$ cat config.mk
export PLATFORM = sky130hd
export DESIGN_NAME = uart_tx
export DESIGN_NICKNAME = d
export VERILOG_FILES = /design/src/rtl/uart_pkg.sv /design/src/rtl/uart_tx_bit_timer.sv /design/src/rtl/uart_tx.sv
export SDC_FILE = /design/constraint.sdc
export NUM_CORES = 1
export LEC_CHECK = 0
export CORE_ASPECT_RATIO = 0.8
export CORE_MARGIN = 2
export CORE_UTILIZATION = 55
export CTS_BUF_LIST = sky130_fd_sc_hd__clkbuf_4
export DETAILED_ROUTE_END_ITERATION = 10
export GPL_TIMING_DRIVEN = 0
export PLACE_DENSITY_LB_ADDON = 0.12
export SYNTH_ARGS = -nofsm -noshare
export SYNTH_HDL_FRONTEND = slang
export SYNTH_HIERARCHICAL = 1
export SYNTH_SLANG_ARGS = --single-unit
export TNS_END_PERCENT = 20
$ cat constraint.sdc
create_clock -name clk -period 2.25 [get_ports clk]
set_clock_uncertainty 0.05 [all_clocks]
set_input_delay 0.225 -clock clk [delete_from_list [all_inputs] [get_ports clk]]
set_output_delay 0.225 -clock clk [all_outputs]
set_load 0.02 [all_outputs]
$ cat src/rtl/uart_pkg.sv
// Shared UART definitions: state encodings and default tick counts,
// used by both the transmit and receive paths.
package uart_pkg;

    localparam logic [2:0] ST_IDLE   = 3'd0;
    localparam logic [2:0] ST_START  = 3'd1;
    localparam logic [2:0] ST_DATA   = 3'd2;
    localparam logic [2:0] ST_PARITY = 3'd3;
    localparam logic [2:0] ST_STOP   = 3'd4;

    localparam int OS_TICK_DEF = 16;
    localparam int SB_TICK_DEF = 16;

    // Wide enough for a 2-stop-bit period of 32 ticks.
    localparam int TICK_W = 5;

    typedef enum logic [2:0] {
        IDLE   = ST_IDLE,
        START  = ST_START,
        DATA   = ST_DATA,
        PARITY = ST_PARITY,
        STOP   = ST_STOP
    } uart_state_e;

    function automatic logic [TICK_W-1:0] tick_last(input int n);
        return TICK_W'(n - 1);
    endfunction

endpackage

$ cat src/rtl/uart_tx_bit_timer.sv
// Oversampling tick counter with synchronous clear and a
// terminal-count flag against a programmable last value.
module uart_tx_bit_timer
    import uart_pkg::*;
(
    input  logic              clk,
    input  logic              rst,
    input  logic              clr,
    input  logic              en,
    input  logic [TICK_W-1:0] last,
    output logic              tc
);

    logic [TICK_W-1:0] cnt;

    always_ff @(posedge clk or posedge rst) begin
        if (rst) begin
            cnt <= '0;
        end else if (clr) begin
            cnt <= '0;
        end else if (en) begin
            cnt <= cnt + 1'b1;
        end
    end

    assign tc = (cnt == last);

endmodule

$ cat src/rtl/uart_tx.sv
// UART transmitter: start, D_BIT data bits LSB first, optional parity
// (UART_TX_PARITY_EN adds parity_odd input), stop period of SB_TICK ticks.
module uart_tx
    import uart_pkg::*;
#(
    parameter int D_BIT   = 8,
    parameter int SB_TICK = SB_TICK_DEF,
    parameter int OS_TICK = OS_TICK_DEF
) (
    input  logic             clk,
    input  logic             rst,
    input  logic             tx_start,
    input  logic             s_tick,
`ifdef UART_TX_PARITY_EN
    input  logic             parity_odd,
`endif
    input  logic [D_BIT-1:0] din,
    output logic             tx_busy,
    output logic             tx_done_tick,
    output logic             tx
);

    localparam int BW = (D_BIT > 1) ? $clog2(D_BIT) : 1;
    localparam logic [BW-1:0] LAST_BIT = BW'(D_BIT - 1);

    uart_state_e       state_q, state_d;
    logic [BW-1:0]     n_q, n_d;
    logic [D_BIT-1:0]  b_q, b_d;
    logic              tx_q, tx_d;
    logic              clr;
    logic              tc;
    logic              bit_end;
    logic [TICK_W-1:0] last;
`ifdef UART_TX_PARITY_EN
    logic              par_q, par_d;
`endif

    assign last    = (state_q == STOP) ? tick_last(SB_TICK)
                                       : tick_last(OS_TICK);
    assign bit_end = s_tick & tc;

    uart_tx_bit_timer u_timer (
        .clk  (clk),
        .rst  (rst),
        .clr  (clr),
        .en   (s_tick),
        .last (last),
        .tc   (tc)
    );

    always_ff @(posedge clk or posedge rst) begin
        if (rst) begin
            state_q <= IDLE;
            n_q     <= '0;
            b_q     <= '0;
            tx_q    <= 1'b1;
`ifdef UART_TX_PARITY_EN
            par_q   <= 1'b0;
`endif
        end else begin
            state_q <= state_d;
            n_q     <= n_d;
            b_q     <= b_d;
            tx_q    <= tx_d;
`ifdef UART_TX_PARITY_EN
            par_q   <= par_d;
`endif
        end
    end

    always_comb begin
        state_d      = state_q;
        n_d          = n_q;
        b_d          = b_q;
        clr          = 1'b0;
        tx_done_tick = 1'b0;
`ifdef UART_TX_PARITY_EN
        par_d        = par_q;
`endif
        unique case (state_q)
            IDLE: begin
                if (tx_start) begin
                    b_d     = din;
                    clr     = 1'b1;
                    state_d = START;
`ifdef UART_TX_PARITY_EN
                    par_d   = (^din) ^ parity_odd;
`endif
                end
            end
            START: begin
                if (bit_end) begin
                    clr     = 1'b1;
                    n_d     = '0;
                    state_d = DATA;
                end
            end
            DATA: begin
                if (bit_end) begin
                    clr = 1'b1;
                    b_d = b_q >> 1;
                    if (n_q == LAST_BIT) begin
`ifdef UART_TX_PARITY_EN
                        state_d = PARITY;
`else
                        state_d = STOP;
`endif
                    end else begin
                        n_d = n_q + 1'b1;
                    end
                end
            end
`ifdef UART_TX_PARITY_EN
            PARITY: begin
                if (bit_end) begin
                    clr     = 1'b1;
                    state_d = STOP;
                end
            end
`endif
            STOP: begin
                if (bit_end) begin
                    clr          = 1'b1;
                    tx_done_tick = 1'b1;
                    state_d      = IDLE;
                end
            end
            default: begin
                state_d = IDLE;
            end
        endcase
    end

    // Line level follows the next state so tx changes on the same
    // edge as the state register, straight from a flop.
    always_comb begin
        tx_d = 1'b1;
        unique case (state_d)
            START:   tx_d = 1'b0;
            DATA:    tx_d = b_d[0];
`ifdef UART_TX_PARITY_EN
            PARITY:  tx_d = par_d;
`endif
            default: tx_d = 1'b1;
        endcase
    end

    assign tx_busy = (state_q != IDLE);
    assign tx      = tx_q;

endmodule
==> impl_metrics.py, run 1 <==
metrics = {
    "status": {
        "outcome": "completed",
    },
    "placement": {
        "gp_congestion": 0.734,
        "hpwlAfterDp_um": 1560,
        "placed_cell_area_um2": 1220,
        "port_buffers": 14,
    },
    "final_layout": {
        "multiInputGateArea_um2": 490,
        "n_antenna_cell": 0,
        "utilization_pct": 69.9,
        "final_area_um2": 1280,
        "final_nets": 141,
        "fill_cells": 150,
        "final_layout_size_suffix_gt1_share_pct": 12.8,
        "syn_to_final_growth_pct": 23.1,
        "seq_area_um2": 503,
    },
    "yosys": {
        "synth_seq_area_share_pct": 48.1,
        "ys_ff_latch": 20,
        "syn_avg_cell_area_um2": 10.0,
        "synth_top_area_cell": "dfrtp_1",
        "synthArstFlopShare_pct": 100,
        "synth-main-ff-cell": "dfrtp_1",
        "synth_top_area_share_pct": 45.6,
        "syn-cell-area_um2": 1040,
        "synth_commonest_cells": "dfrtp_1 (19), inv_1 (10), nor2_1 (10)",
        "synth.area.top_cells": "dfrtp_1 (46%), a222oi_1 (5.8%), xnor2_1 (4.2%)",
        "synth_edf_count": 0,
        "yosysWarnings": 6,
        "syn_inst": 104,
        "synth.most_common_cell": "dfrtp_1",
        "synth_cell_type_count": 35,
    },
    "setup_path": {
        "rrSetupSlack_ps": 310,
        "critPathKind": "flip-flop to output pin",
        "worstPathRequired_ps": 1980,
        "critical-path-top-delay-family": "simple AND/OR/NAND/NOR gates",
        "worstPathArrival_ps": 1850,
        "critPathCaptureType": "output pin",
        "crit_slowest_cell": "dfrtp_1",
        "worst_setup_path_start_kind": "flip-flop",
        "crit_chain": "xnor2_1, nand3_1, nor3_4, nand2_1, nor3_1, clkbuf_2",
        "cp_num_buf_inv": 1,
        "max_stage_delay_ps": 420,
        "cp_max_fo": 6,
    },
    "route": {
        "drt_iter0_drc": 60,
        "ant_nets": 0,
        "drcViolationCount": 0,
        "routed_wirelength_um": 2130,
        "via_count": 836,
        "wl_per_cell_um": 14.3,
        "routed_via_density": 5.61,
        "dr.pass1.iters": 4,
    },
    "clock_network": {
        "cts_tree": "yes",
        "postCtsSetupBuffers": 0,
        "htreeDepth": 1,
        "clockBufferDepth": 2,
        "clockRootBuffer": "clkbuf_4",
        "cts_made_buffers": 3,
        "cts.sinks": 20,
        "holdBufCountCts": 0,
        "clk_pin_slew_ps": 130,
        "clock_latency_ps": 320,
    },
    "timing": {
        "hold_viol_final": 0,
        "fin_setup_tns_ps": 0,
        "tightest_slew_ps": 570,
        "slew_headroom_pct": 61.9,
        "final.min_clock_period_ps": 2120,
        "slew_viol_final": 0,
        "rsz0062_at_grt": "no",
        "period_share_pct": 94.3,
        "fmax_mhz": 471,
        "finalSetupViolations": 0,
    },
    "global_routing": {
        "grt_pass1_vias": 766,
        "grt_max_degree": 16,
        "grt_overflow": 0,
        "grt_pass1_wl_um": 3680,
        "grt_usage_pct": 23.2,
        "antenna_found_initial": 0,
    },
    "power": {
        "ir_worst_vdd_v": 0.000728,
        "power_w": 0.00132,
        "power_leakage_nw": 0.606,
        "p_per_area_nw_per_um2": 1020,
    },
    "floorplan": {
        "core_um2": 1840,
        "die_x_um": 52.7,
        "ioPinCount": 15,
        "dieArea_um2": 2260,
        "std_cell_rows": 14,
        "dieHeight_um": 43.0,
        "start_util_pct": 56.7,
    },
    "run": {
        "cap_violations": 0,
    },
    "hold_path": {
        "hold_class": "input port to async pin",
    },
}
metal layers:
layer / global-route usage [%] / up-vias / routed length, µm
met5: 0 / - / 0
met4: 6.15 / 0 / 10
li1: - / 400 / -
met3: 7.39 / 2 / 120
met1: 31.6 / 403 / 962
met2: 35.8 / 31 / 1030
power breakdown:
| group | internal [W] | leakage (nW) | total, W | switching [W] |
|---|---|---|---|---|
| Sequential | 0.000489 | 0.250 | 0.000586 | 0.0000976 |
| Clock | 0.000180 | 0.0279 | 0.000303 | 0.000122 |
| Combinational | 0.000206 | 0.328 | 0.000428 | 0.000222 |
worst paths after layout:
kind / cells past startpoint / to / from
worst max-delay path: 6 / tx_done_tick / u_timer/cnt[4]$_DFFE_PP0P_
worst min-delay path: 2 / u_timer/cnt[1]$_DFFE_PP0P_ / rst
worst max register to register: 7 / n_q[0]$_DFFE_PP0P_ / u_timer/cnt[4]$_DFFE_PP0P_
worst min register to register: 2 / b_q[2]$_DFFE_PP0P_ / b_q[2]$_DFFE_PP0P_
max in group asynchronous: 2 / tx$_DFF_PP1_ / rst
min in group clk: 3 / b_q[6]$_DFFE_PP0P_ / din[6]
registers in the layout, indices dropped and copies added, names as in the netlist:
name / cells
tx: 1
u_timer/cnt: 5
state_q: 3
n_q: 3
b_q: 8
cells by family after synthesis:
| kind of cell | Yosys count | share of synthesized area [%] |
|---|---|---|
| flops | 20 | 48.1 |
| simple gates | 32 | 15.2 |
| mux | 3 | 2.88 |
| compound gates | 19 | 14.0 |
| other cells | 2 | 0.720 |
| xor+xnor | 10 | 8.39 |
| buf+inv | 15 | 7.07 |
| fa+ha+maj | 3 | 3.60 |
layout make-up:
class	count	area share, %
flip-flops and latches	20	39.1
multi-input cells	72	38.2
repair buffers	14	10.5
inverters	10	2.92
plain buffers	5	2.82
clock inverters	1	2.34
well taps	24	2.34
clock buffers	3	1.75
per-stage QoR:
step / setup slack, ps / instances / hold WS, ps
after floorplan: 335 / 107 / -46.5
after global placement: -113 / 145 / 413
after detailed placement: -106 / 145 / 419
after CTS: 3.15 / 149 / 59.3
after global routing: 22.3 / 149 / 75.7
final: 128 / 149 / 55.7
cells in the final DEF, fill, tap and decap left out, types with 3 or more instances in the layout:
cell type | netlist | routed
nand2_1 | 9 | 9
mux2i_1 | 3 | 3
inv_1 | 10 | 10
xor2_1 | 5 | 5
xnor2_1 | 5 | 5
conb_1 | 2 | 5
clkbuf_4 | 0 | 3
o21ai_0 | 3 | 3
dfrtp_1 | 19 | 18
clkdlybuf4s50_1 | 0 | 13
ha_1 | 3 | 3
a222oi_1 | 6 | 6
nor2_1 | 10 | 10
what timing repair did:
| action | in CTS | in global routing |
|---|---|---|
| endpoints found under the hold margin | 0 | 0 |
| gates resized for setup | 4 | 3 |
| setup endpoints to repair | 1 | 1 |
No activity file was read; power rests on OpenSTA's default activity.
==> run 2: changes to the inputs <==
--- a/config.mk
+++ b/config.mk
@@ -6,7 +6,9 @@
 export NUM_CORES = 1
 export LEC_CHECK = 0
+export CELL_PAD_IN_SITES_DETAIL_PLACEMENT = 0
+export CELL_PAD_IN_SITES_GLOBAL_PLACEMENT = 1
 export CORE_ASPECT_RATIO = 0.8
 export CORE_MARGIN = 2
-export CORE_UTILIZATION = 55
+export CORE_UTILIZATION = 43
 export CTS_BUF_LIST = sky130_fd_sc_hd__clkbuf_4
 export DETAILED_ROUTE_END_ITERATION = 10
==> constraint.sdc (replaced) <==
create_clock -name clk -period 2.25 [get_ports clk]
set_clock_uncertainty 0.05 [all_clocks]
set_input_delay 0.45 -clock clk [delete_from_list [all_inputs] [get_ports clk]]
set_output_delay 0.45 -clock clk [all_outputs]
set_load 0.02 [all_outputs]
==> impl_metrics.py, run 2 (synthesis results as in run 1) <==
metrics = {
    "status": {
        "outcome": "completed",
    },
    "global_routing": {
        "grt_pass1_wl_um": 3230,
        "grt_usage_pct": 16.0,
        "antenna_found_initial": 0,
        "grt_use_met2_pct": 23.8,
        "grt_use_met1_pct": 22.9,
        "grt_overflow": 0,
        "globalRouteMet3Util_pct": 4.86,
        "grt_pass1_vias": 720,
        "top_usage_layer": "met2",
        "grt_max_degree": 16,
    },
    "final_layout": {
        "syn_to_final_growth_pct": 22.1,
        "layout_common_cells": "dfrtp_1 (18), clkdlybuf4s50_1 (11), nor2_1 (10), inv_1 (10), nand2_1 (9)",
        "mostFrequentLayoutCell": "dfrtp_1",
        "n_antenna_cell": 0,
        "largest-register": "b_q",
        "final_nets": 142,
        "largest_reg_flops": 8,
        "reg.largest.list": "b_q: 8 flops, u_timer/cnt: 5 flops",
        "final_layout_size_suffix_gt1_share_pct": 13.5,
    },
    "timing": {
        "final.min_clock_period_ps": 2140,
        "slew_viol_final": 0,
        "tightest_slew_ps": 576,
        "fmax_mhz": 467,
        "hold_viol_final": 0,
        "period_share_pct": 95.1,
        "fin_ws_ps": 110,
        "rsz0062_at_grt": "no",
        "fin_setup_tns_ps": 0,
        "slew_headroom_pct": 61.6,
        "finalSetupViolations": 0,
    },
    "route": {
        "dr.pass1.iters": 5,
        "via_count": 801,
        "wl_per_cell_um": 13.2,
        "drcViolationCount": 0,
        "ant_nets": 0,
        "routed_wirelength_um": 1990,
        "drt_iter0_drc": 41,
        "routed_via_density": 5.30,
    },
    "floorplan": {
        "dieArea_um2": 2840,
        "start_util_pct": 46.7,
        "dieHeight_um": 48.1,
        "std_cell_rows": 15,
        "core_um2": 2230,
        "ioPinCount": 15,
        "die_x_um": 59.1,
    },
    "power": {
        "power_leakage_nw": 0.601,
        "ir_worst_vdd_v": 0.000496,
        "p_per_area_nw_per_um2": 926,
    },
    "setup_path": {
        "crit_slowest_cell": "dfrtp_1",
        "critPathCaptureType": "output pin",
        "max_stage_delay_ps": 420,
        "cp_num_buf_inv": 1,
        "worstPathRequired_ps": 1750,
        "rrSetupSlack_ps": 270,
        "worstPathArrival_ps": 1640,
        "crit_chain": "xnor2_1, nand3_1, nor3_4, nand2_1, nor3_2, buf_2",
        "critPathKind": "flip-flop to output pin",
        "worst_setup_path_start_kind": "flip-flop",
        "cp_max_fo": 2,
        "critical-path-top-delay-family": "simple AND/OR/NAND/NOR gates",
    },
    "placement": {
        "port_buffers": 14,
        "hpwlAfterDp_um": 1490,
        "gp_congestion": 0.690,
        "pre_cts_ws_ps": -437,
    },
    "clock_network": {
        "htreeDepth": 1,
        "clk_pin_slew_ps": 110,
        "clockRootBuffer": "clkbuf_4",
        "clockBufferDepth": 2,
        "cts_made_buffers": 3,
        "cts_tree": "yes",
        "cts.sinks": 20,
        "clock_latency_ps": 300,
    },
    "run": {
        "cap_violations": 0,
    },
    "hold_path": {
        "hold_class": "input port to async pin",
    },
}
## run 2: what timing repair did
item | 4_1_cts | 5_1_grt
pin swaps | 1 | 0
resized for setup | 8 | 3
setup buffers | 1 | 0
hold buffers | 0 | 0
endpoints found under the setup margin | 1 | 2
## run 2: cell type report
| class | instances | area, µm² |
|---|---|---|
| plain buffers | 5 | 36.3 |
| well taps | 25 | 31.3 |
| fillers | 214 | 960 |
| clock inverters | 1 | 3.75 |
| clock buffers | 3 | 22.5 |
| flip-flops and latches | 20 | 503 |
| multi-input cells | 72 | 495 |
| inverters | 10 | 37.5 |
| repair buffers | 15 | 144 |
## run 2: layer usage
metal  vias up  routed length (µm)  part of all wire [%]
met5         -                   0                     0
met4         0                  12                  0.60
met3         2                  74                   3.7
met2        17                 834                    42
met1       380                1070                    54
li1        402                   -                     -
## run 2: final timing paths
path / from / to / cells after the start
setup reg to reg: u_timer/cnt[2]$_DFFE_PP0P_ / b_q[4]$_DFFE_PP0P_ / 8
hold reg to reg: n_q[0]$_DFFE_PP0P_ / n_q[0]$_DFFE_PP0P_ / 1
max in group asynchronous: rst / b_q[3]$_DFFE_PP0P_ / 2
setup / recovery: u_timer/cnt[4]$_DFFE_PP0P_ / tx_done_tick / 6
hold / removal: rst / u_timer/cnt[3]$_DFFE_PP0P_ / 2
min in group clk: n_q[0]$_DFFE_PP0P_ / n_q[0]$_DFFE_PP0P_ / 1
## run 2: metrics by stage
| stage | power, W | area [µm²] | instances | util (%) | hold WS (ps) |
|---|---|---|---|---|---|
| 3_5_place_dp | 0.000994 | 1230 | 146 | 54.9 | 430 |
| 3_3_place_gp | 0.000972 | 1230 | 146 | 54.9 | 422 |
| 4_1_cts | 0.00119 | 1260 | 151 | 56.6 | 303 |
| 5_1_grt | 0.00128 | 1270 | 151 | 57.0 | 328 |
| 2_1_floorplan | 0.000869 | 1050 | 107 | - | 179 |
| 6_report | 0.00118 | 1270 | 151 | 57.0 | 313 |
## run 2: power by group
group	switching, W	internal (W)
logic	0.000214	0.000206
registers	0.0000978	0.000489
clock network	0.000108	0.0000646
total	0.000420	0.000759
==> run 3: changes to the inputs <==
GPL_TIMING_DRIVEN = not set   (was 0)
==> impl_metrics.py, run 3 (synthesis results as in run 1) <==
metrics = {
    "clock_network": {
        "clockRootBuffer": "clkbuf_4",
        "clockBufferDepth": 2,
        "htreeDepth": 1,
        "clock_latency_ps": 300,
        "holdBufCountCts": 0,
        "cts_tree": "yes",
        "clk_pin_slew_ps": 110,
        "cts.sinks": 20,
        "postCtsSetupBuffers": 0,
        "cts_made_buffers": 3,
    },
    "global_routing": {
        "grt_pass1_vias": 756,
        "grt_max_degree": 16,
        "grt_overflow": 0,
        "grt_pass1_wl_um": 3390,
        "antenna_found_initial": 0,
        "grt_usage_pct": 16.4,
    },
    "final_layout": {
        "mostFrequentLayoutCell": "dfrtp_1",
        "seq_area_um2": 503,
        "n_antenna_cell": 0,
        "fill_cells": 206,
        "final_nets": 143,
        "final_area_um2": 1270,
        "syn_to_final_growth_pct": 22.2,
        "multiInputGateArea_um2": 489,
        "largest-register": "b_q",
        "largest_reg_flops": 8,
        "final_layout_size_suffix_gt1_share_pct": 15.0,
        "finalNonFillerCells": 152,
        "layout_common_cells": "dfrtp_1 (18), clkdlybuf4s50_1 (13), nor2_1 (10), inv_1 (10), nand2_1 (9)",
        "reg.largest.list": "b_q: 8 flops, u_timer/cnt: 5 flops",
    },
    "placement": {
        "placed_cell_area_um2": 1240,
        "hpwlAfterDp_um": 1450,
        "place_inst": 148,
        "gp_congestion": 0.785,
        "port_buffers": 14,
    },
    "setup_path": {
        "critPathCaptureType": "output pin",
        "crit_slowest_cell": "clkdlybuf4s50_1",
        "max_stage_delay_ps": 540,
        "rrSetupSlack_ps": 410,
        "worst_setup_path_start_kind": "flip-flop",
        "worstPathRequired_ps": 1750,
        "worstPathArrival_ps": 1670,
        "critPathKind": "flip-flop to output pin",
        "cp_max_fo": 7,
        "crit_chain": "or3_1, clkdlybuf4s50_1",
    },
    "route": {
        "ant_nets": 0,
        "dr.pass1.iters": 4,
        "routed_wirelength_um": 1950,
        "via_count": 784,
        "routed_via_density": 5.16,
        "drt_iter0_drc": 55,
        "wl_per_cell_um": 12.8,
        "drcViolationCount": 0,
    },
    "timing": {
        "finalSetupViolations": 0,
        "fin_setup_tns_ps": 0,
        "hold_viol_final": 0,
        "final.min_clock_period_ps": 2170,
        "hold_slack_ps": 309,
        "rsz0062_at_grt": "no",
        "fmax_mhz": 461,
        "slew_viol_final": 0,
        "period_share_pct": 96.5,
        "tightest_slew_ps": 586,
        "slew_headroom_pct": 60.9,
    },
    "floorplan": {
        "start_util_pct": 46.7,
        "dieHeight_um": 48.1,
        "dieArea_um2": 2840,
        "core_um2": 2230,
        "ioPinCount": 15,
        "die_x_um": 59.1,
        "std_cell_rows": 15,
    },
    "power": {
        "power_leakage_nw": 0.604,
        "ir_worst_vdd_v": 0.000500,
        "p_per_area_nw_per_um2": 950,
    },
    "hold_path": {
        "hold_class": "input port to async pin",
    },
    "status": {
        "outcome": "completed",
    },
    "run": {
        "cap_violations": 0,
    },
}
==> run 3: cell types whose count changed in the layout (fill, tap and decap cells not counted), sizes merged <==
cell	change
clkbuf	-2
dlygate4sd2	-1
clkdlybuf4s50	+2
buf	+3
dlymetal6s2s	-1
==> run 3: worst max-delay path: cells and delay by family (launching register included) <==
kind	cells	cell delay, ps
DFF	1	460
buffers and inverters	1	540
and+or+nand+nor	1	380
==> run 3: worst paths after layout <==
kind	start	endpoint	cells after the start
max reg2reg	u_timer/cnt[4]$_DFFE_PP0P_	b_q[6]$_DFFE_PP0P_	8
max	state_q[2]$_DFF_PP0_	tx_busy	2
max in group asynchronous	rst	state_q[1]$_DFF_PP0_	2
min in group clk	n_q[0]$_DFFE_PP0P_	n_q[0]$_DFFE_PP0P_	1
min reg2reg	n_q[0]$_DFFE_PP0P_	n_q[0]$_DFFE_PP0P_	1
min	rst	u_timer/cnt[3]$_DFFE_PP0P_	2
==> run 3: area by class of cell <==
| type | count | share of cell area [%] |
|---|---|---|
| clock buffers | 3 | 1.77 |
| clock inverters | 1 | 0.294 |
| inverters | 10 | 2.94 |
| multi-input cells | 72 | 38.4 |
| flip-flops and latches | 20 | 39.5 |
| well taps | 25 | 2.45 |
| repair buffers | 21 | 14.7 |
==> run 3: power by group <==
part / internal, W / total (W) / leakage, nW / switching [W]
Combinational: 0.000244 / 0.000458 / 0.339 / 0.000214
Clock: 0.0000646 / 0.000173 / 0.0154 / 0.000108
Sequential: 0.000487 / 0.000580 / 0.250 / 0.0000926
==> run 3: repair_timing <==
item                                    4_1_cts  5_1_grt
endpoints found under the setup margin        1        2
resized for setup                             6        2
pin swaps                                     0        1
==> run 3: through the flow <==
| step | total power [W] | setup slack (ps) | util, % |
|---|---|---|---|
| 2_1_floorplan | 0.000869 | 113 | - |
| 3_3_place_gp | 0.00102 | -94.1 | 55.6 |
| 3_5_place_dp | 0.00104 | -101 | 55.6 |
| 4_1_cts | 0.00122 | 47.7 | 56.8 |
| 5_1_grt | 0.00131 | 9.56 | 57.1 |
| 6_report | 0.00121 | 79.5 | 57.1 |
==> run 3: layer usage <==
metal	global-route usage [%]	routed length [µm]	vias up
met5	0	0	-
met4	3.64	14	0
met1	23.9	1040	359
met2	24.2	784	21
met3	5.14	107	2
li1	-	-	402
